==> src/rtl/pc_sequencer_if.sv <==
// Fetch-control bundle between the hazard/branch/imem side and the PC.
// Ports: slave = pc_sequencer, master = environment driving the controls.
interface pc_sequencer_if #(
    parameter int unsigned DWIDTH = 32
);
    logic              Start;
    logic              Halt_Req;
    logic              Stall;
    logic              Imem_Ready;
    logic              Branch_Taken;
    logic [DWIDTH-1:0] Branch_Target;
    logic              Run;
    logic              PC_Sel;
    logic [DWIDTH-1:0] Program_Count_Imm;
    logic              Fetch_Valid;
    logic              Flush;
    logic              Wdog_Err;
    logic [2:0]        Seq_State;

    modport slave (
        input  Start, Halt_Req, Stall, Imem_Ready,
        input  Branch_Taken, Branch_Target,
        output Run, PC_Sel, Program_Count_Imm,
        output Fetch_Valid, Flush, Wdog_Err, Seq_State
    );

    modport master (
        output Start, Halt_Req, Stall, Imem_Ready,
        output Branch_Taken, Branch_Target,
        input  Run, PC_Sel, Program_Count_Imm,
        input  Fetch_Valid, Flush, Wdog_Err, Seq_State
    );
endinterface

==> src/rtl/pc_sequencer.sv <==
// Fetch-side sequencer: boot, sequential fetch, stall, redirect+flush, halt, watchdog.
// Ports: Clk_Core, Rst_Core_N (async active-low), bus (pc_sequencer_if.slave).
module pc_sequencer #(
    parameter int unsigned       DWIDTH       = 32,
    parameter logic [DWIDTH-1:0] RESET_VECTOR = '0,
    parameter int unsigned       FLUSH_DEPTH  = 2,
    parameter int unsigned       WDOG_LIMIT   = 255
) (
    input  logic          Clk_Core,
    input  logic          Rst_Core_N,
    pc_sequencer_if.slave bus
);
    localparam int unsigned FW = $clog2(FLUSH_DEPTH + 1);
    localparam int unsigned WW = $clog2(WDOG_LIMIT + 1);
    localparam logic [FW-1:0] FLUSH_INIT = FW'(FLUSH_DEPTH);
    localparam logic [WW-1:0] WDOG_LAST  = WW'(WDOG_LIMIT - 1);

    typedef enum logic [2:0] {
        S_IDLE  = 3'd0,
        S_BOOT  = 3'd1,
        S_RUN   = 3'd2,
        S_FLUSH = 3'd3,
        S_HALT  = 3'd4
    } state_t;

    state_t        state_q, state_d;
    logic [FW-1:0] fcnt_q, fcnt_d;
    logic [WW-1:0] wdog_q, wdog_d;
    logic          flush_q, flush_d;
    logic          err_q, err_d;

    logic              advance;
    logic              run;
    logic              pc_sel;
    logic [DWIDTH-1:0] imm;
    logic              fetch_valid;

    assign advance = bus.Imem_Ready & ~bus.Stall;

    always_ff @(posedge Clk_Core or negedge Rst_Core_N) begin
        if (!Rst_Core_N) begin
            state_q <= S_IDLE;
            fcnt_q  <= '0;
            wdog_q  <= '0;
            flush_q <= 1'b0;
            err_q   <= 1'b0;
        end else begin
            state_q <= state_d;
            fcnt_q  <= fcnt_d;
            wdog_q  <= wdog_d;
            flush_q <= flush_d;
            err_q   <= err_d;
        end
    end

    // Watchdog count defaults to 0 so any non-stalled or non-RUN cycle clears it.
    always_comb begin
        state_d = state_q;
        fcnt_d  = '0;
        wdog_d  = '0;
        flush_d = 1'b0;
        err_d   = err_q;
        case (state_q)
            S_IDLE: begin
                if (bus.Start) state_d = S_BOOT;
            end
            S_BOOT: begin
                state_d = S_RUN;
            end
            S_RUN: begin
                if (bus.Branch_Taken) begin
                    state_d = S_FLUSH;
                    fcnt_d  = FLUSH_INIT;
                    flush_d = 1'b1;
                end else if (bus.Halt_Req) begin
                    state_d = S_HALT;
                end else if (!advance) begin
                    if (wdog_q >= WDOG_LAST) begin
                        err_d   = 1'b1;
                        state_d = S_HALT;
                    end else begin
                        wdog_d = wdog_q + WW'(1);
                    end
                end
            end
            S_FLUSH: begin
                if (fcnt_q <= FW'(1)) begin
                    state_d = S_RUN;
                end else begin
                    fcnt_d  = fcnt_q - FW'(1);
                    flush_d = 1'b1;
                end
            end
            S_HALT: begin
                if (bus.Start && !bus.Halt_Req) state_d = S_RUN;
            end
            default: state_d = S_IDLE;
        endcase
    end

    always_comb begin
        run         = 1'b0;
        pc_sel      = 1'b0;
        imm         = '0;
        fetch_valid = 1'b0;
        case (state_q)
            S_BOOT: begin
                run    = 1'b1;
                pc_sel = 1'b1;
                imm    = RESET_VECTOR;
            end
            S_RUN: begin
                if (bus.Branch_Taken) begin
                    run    = 1'b1;
                    pc_sel = 1'b1;
                    imm    = bus.Branch_Target;
                end else if (!bus.Halt_Req) begin
                    run         = advance;
                    fetch_valid = advance;
                end
            end
            S_FLUSH: begin
                run = bus.Imem_Ready;
            end
            default: ;
        endcase
    end

    assign bus.Run               = run;
    assign bus.PC_Sel            = pc_sel;
    assign bus.Program_Count_Imm = imm;
    assign bus.Fetch_Valid       = fetch_valid;
    assign bus.Flush             = flush_q;
    assign bus.Wdog_Err          = err_q;
    assign bus.Seq_State         = state_q;
endmodule

==> src/flat_wrapper.sv <==
// flat-port wrapper written by rule: the top's interface ports become plain ports
module pc_sequencer_flat 
#(
    parameter int unsigned       DWIDTH       = 32,
    parameter logic [DWIDTH-1:0] RESET_VECTOR = '0,
    parameter int unsigned       FLUSH_DEPTH  = 2,
    parameter int unsigned       WDOG_LIMIT   = 255
)
  (Clk_Core, Rst_Core_N, bus_Start, bus_Halt_Req, bus_Stall, bus_Imem_Ready, bus_Branch_Taken, bus_Branch_Target, bus_Run, bus_PC_Sel, bus_Program_Count_Imm, bus_Fetch_Valid, bus_Flush, bus_Wdog_Err, bus_Seq_State);
  pc_sequencer_if #(.DWIDTH(DWIDTH)) bus_i ();
  input  logic Clk_Core;
  input  logic Rst_Core_N;
  input wire logic [$bits(bus_i.Start)-1:0] bus_Start;
  input wire logic [$bits(bus_i.Halt_Req)-1:0] bus_Halt_Req;
  input wire logic [$bits(bus_i.Stall)-1:0] bus_Stall;
  input wire logic [$bits(bus_i.Imem_Ready)-1:0] bus_Imem_Ready;
  input wire logic [$bits(bus_i.Branch_Taken)-1:0] bus_Branch_Taken;
  input wire logic [$bits(bus_i.Branch_Target)-1:0] bus_Branch_Target;
  output wire logic [$bits(bus_i.Run)-1:0] bus_Run;
  output wire logic [$bits(bus_i.PC_Sel)-1:0] bus_PC_Sel;
  output wire logic [$bits(bus_i.Program_Count_Imm)-1:0] bus_Program_Count_Imm;
  output wire logic [$bits(bus_i.Fetch_Valid)-1:0] bus_Fetch_Valid;
  output wire logic [$bits(bus_i.Flush)-1:0] bus_Flush;
  output wire logic [$bits(bus_i.Wdog_Err)-1:0] bus_Wdog_Err;
  output wire logic [$bits(bus_i.Seq_State)-1:0] bus_Seq_State;
  assign bus_i.Start = bus_Start;
  assign bus_i.Halt_Req = bus_Halt_Req;
  assign bus_i.Stall = bus_Stall;
  assign bus_i.Imem_Ready = bus_Imem_Ready;
  assign bus_i.Branch_Taken = bus_Branch_Taken;
  assign bus_i.Branch_Target = bus_Branch_Target;
  assign bus_Run = bus_i.Run;
  assign bus_PC_Sel = bus_i.PC_Sel;
  assign bus_Program_Count_Imm = bus_i.Program_Count_Imm;
  assign bus_Fetch_Valid = bus_i.Fetch_Valid;
  assign bus_Flush = bus_i.Flush;
  assign bus_Wdog_Err = bus_i.Wdog_Err;
  assign bus_Seq_State = bus_i.Seq_State;
  pc_sequencer #(.DWIDTH(DWIDTH), .RESET_VECTOR(RESET_VECTOR), .FLUSH_DEPTH(FLUSH_DEPTH), .WDOG_LIMIT(WDOG_LIMIT)) u_core (.Clk_Core(Clk_Core), .Rst_Core_N(Rst_Core_N), .bus(bus_i));
endmodule
==> config.mk <==
export PLATFORM = sky130hd
export DESIGN_NAME = pc_sequencer_flat
export DESIGN_NICKNAME = d
export VERILOG_FILES = /design/src/rtl/pc_sequencer_if.sv /design/src/rtl/pc_sequencer.sv /design/src/flat_wrapper.sv
export SDC_FILE = /design/constraint.sdc
export NUM_CORES = 1
export LEC_CHECK = 0
export CORE_MARGIN = 1.5
export CORE_UTILIZATION = 65
export CTS_CLUSTER_SIZE = 24
export DETAILED_ROUTE_END_ITERATION = 6
export DONT_BUFFER_PORTS = 1
export HOLD_SLACK_MARGIN = 0.08
export PLACE_DENSITY = 0.79
export SYNTH_ARGS = -nofsm -noshare
export SYNTH_HDL_FRONTEND = slang
export SYNTH_SLANG_ARGS = --single-unit
export TNS_END_PERCENT = 10
==> constraint.sdc <==
create_clock -name Clk_Core -period 2.9 [get_ports Clk_Core]
set_input_delay 0.58 -clock Clk_Core [delete_from_list [all_inputs] [get_ports Clk_Core]]
set_output_delay 0.58 -clock Clk_Core [all_outputs]
set_load 0.02 [all_outputs]
==> reports/results.txt <==
status = complete, no violations
fillers = 117
Fmax = 401 MHz
final worst slack = 405 ps
Slew @ Worst Pin = 690 ps
Syn. warnings = 0
vias per cell = 6.18
fin nets = 157
core region area = 1490 µm²
Post-synth EDFFs = 0
RSZ-0062 raised after global routing = false
Yosys top cell area share = 36.9%
synth top area cells = dfrtp_1 37%, and2_1 20%, nor2_2 5.5%, a21oi_1 3.4%, xor2_1 3.4%
worst vdd ir = 0.000514 V
pre-CTS WS = 780 ps
largest net degree at the start of global routing = 33
layout cells sized above 1 = 14.8%
Post-CTS Setup Bufs = 0
vias in the first global route = 768
area grow syn2layout = 4.67%
io pins = 79
Die Footprint = 1810 µm²
sequential-to-total area share from yosys stat = 36.9%
antenna cells = 0
Synth Flop Type = dfrtp_1
power density over the cells = 760 nW/µm²
Clock Path Buffers = 2
Placer Congestion = 0.868
Cells after DPL = 126
num rows = 14
WL/cell = 17.0 µm
Reg clk slew, reported paths = 80 ps
period utilization = 86.0%
final-report max-slew violation count = 0
CP max FO = 8
Clock Sinks = 15
CTS tree = done
Crit Path Class = reg -> out
Syn Inst Count = 113
Starting Density = 68.4%
Detail Placement HPWL = 1730 µm
Clock Latency Late Sink = 280 ps
Max-cap violations = 0
# DRC = 0
Crit-path slowest cell = dfrtp_1
Critical Path RT = 2320 ps
Worst Setup Start Kind = flop
global-route wire length before repair = 3480 µm
die span in x = 42.6 µm
worst min-delay path class = reg -> reg
DIE HEIGHT = 42.6 µm
Hold Vio Cnt, Final = 0
Top delay family on crit path = simple AND/OR/NAND/NOR gates
Post-Layout Cell Count = 131
Distinct cells, synth = 31
Clock H-tree levels = 1
syn_area_per_cell = 9.01 µm²
top cell type by total area after synthesis = dfrtp_1
mapped cell area = 1020 µm²
CP Capture Type = output port
total congestion overflow = 0
endpoints failing setup = 0
DRT iter0 DRCs = 19
clock root cell = clkbuf_4
Seq cells post-synth = 15
WP buf/inv = 0
syn_nets = 154
Num CTS Buffers = 3
Final min period = 2500 ps
Post-Route WL = 2230 µm
critical path cell sequence = nand2b_4 -> nor3_1 -> nor3b_1
Vias = 810
initial antenna violation count = 0
setup TNS = 0 ps
Initial DRT Pass Iterations = 4
crit-path max cell delay = 630 ps
Tot GR Track Use = 25.7%
slew margin rel. = 53.9%
I/O Buffers = 0
Clock Skews = 2.51 ps
Finished Core Util = 71.6%
Post-synth ARST share = 100%
leakage = 0.000448 µW
crit path DAT = 1920 ps
post-route ant nets = 0
-- where the power goes --
group | internal, µW | switching [µW] | total [µW] | leakage, µW
Sequential | 238 | 93.4 | 332 | 0.000203
Clock | 53.3 | 63.3 | 117 | 0.0000150
Combinational | 115 | 247 | 362 | 0.000230
Total | 407 | 403 | 810 | 0.000448
-- final timing paths --
| path | startpoint | endpoint | slack [ps] | cells after the start |
|---|---|---|---|---|
| hold / removal | u_core.fcnt_q[0]$_DFF_PN0_ | u_core.fcnt_q[0]$_DFF_PN0_ | 440 | 1 |
| setup / recovery | u_core.bus.Seq_State[1]$_DFFE_PN0P_ | bus_Fetch_Valid | 400 | 3 |
| setup reg to reg | u_core.bus.Seq_State[0]$_DFFE_PN0P_ | u_core.bus.Seq_State[2]$_DFFE_PN0P_ | 1300 | 4 |
| min in group asynchronous | Rst_Core_N | u_core.bus.Seq_State[0]$_DFFE_PN0P_ | 780 | 1 |
| max in group asynchronous | Rst_Core_N | u_core.wdog_q[5]$_DFF_PN0_ | 1680 | 1 |
| hold reg to reg | u_core.fcnt_q[0]$_DFF_PN0_ | u_core.fcnt_q[0]$_DFF_PN0_ | 440 | 1 |
-- metrics by stage --
step / cell area (µm²) / hold slack, ps / total power [µW]
after floorplan: 1020 / 284 / 647
after global placement: 1030 / 285 / 687
after detailed placement: 1030 / 285 / 694
after CTS: 1070 / 442 / 816
after global routing: 1070 / 454 / 858
final: 1070 / 441 / 810
-- cell families (layout without fill, tap and decap cells) --
family,after synthesis,in the layout,synth area share [%]
and+or+nand+nor,66,66,41.4
DFF,15,15,36.9
AOI/OAI and AO/OA,17,17,11.9
xor gates and xnor gates,5,5,4.30
adders and majority gates,2,2,2.46
buffers and inverters,8,10,3.07
-- registers in the layout, indices dropped and copies added (netlist names) --
signal,cells
u_core.bus.Flush,1
u_core.bus.Wdog_Err,1
u_core.fcnt_q,2
u_core.bus.Seq_State,3
u_core.wdog_q,8
-- worst register-to-register path, delay by kind of cell (launching register included) --
| kind | cells | cell delay [ps] |
|---|---|---|
| AOI/OAI and AO/OA | 3 | 550 |
| DFF | 1 | 730 |
| and+or+nand+nor | 1 | 210 |
-- metal layers --
layer	track usage (%)	wire, µm	up-vias
li1	-	-	388
met1	33.2	920	367
met2	41.5	1090	51
met3	5.17	173	4
met4	11.3	40	0
met5	0	0	-
-- cells in the mapped netlist (all sizes together), types with 2 or more instances --
cell type and count:
ha 2, nand3 7, nand2b 3, inv 4, nand2 4, and2 32, o22ai 2, a21oi 7
dfrtp 15, nor3 3, nor2 12, clkbuf 3, xor2 4
-- layout make-up --
cell class | count | area [µm²] | area share (%)
repair buffers | 2 | 17.5 | 1.64
multi-input cells | 90 | 612 | 57.4
clock buffers | 4 | 26.3 | 2.46
inverters | 4 | 15.0 | 1.41
flip-flops and latches | 15 | 375 | 35.2
well taps | 16 | 20.0 | 1.88
-- cell usage in the layout, fill, tap and decap left out, types with 3 or more instances in the layout --
cell type / netlist / final
and2_1: 32 / 32
nand3_1: 6 / 6
nor2_1: 3 / 3
a21oi_1: 7 / 7
nand2_1: 4 / 4
clkbuf_4: 0 / 3
dfrtp_1: 15 / 15
inv_1: 4 / 4
xor2_1: 4 / 4
nor2_2: 9 / 9
nor3_1: 3 / 3
-- repair_timing --
action                                 4_1_cts  5_1_grt
hold buffers                                 1        0
endpoints found under the hold margin       15        0
gates resized for setup                      0        0
No activity file was read; power rests on OpenSTA's default activity.
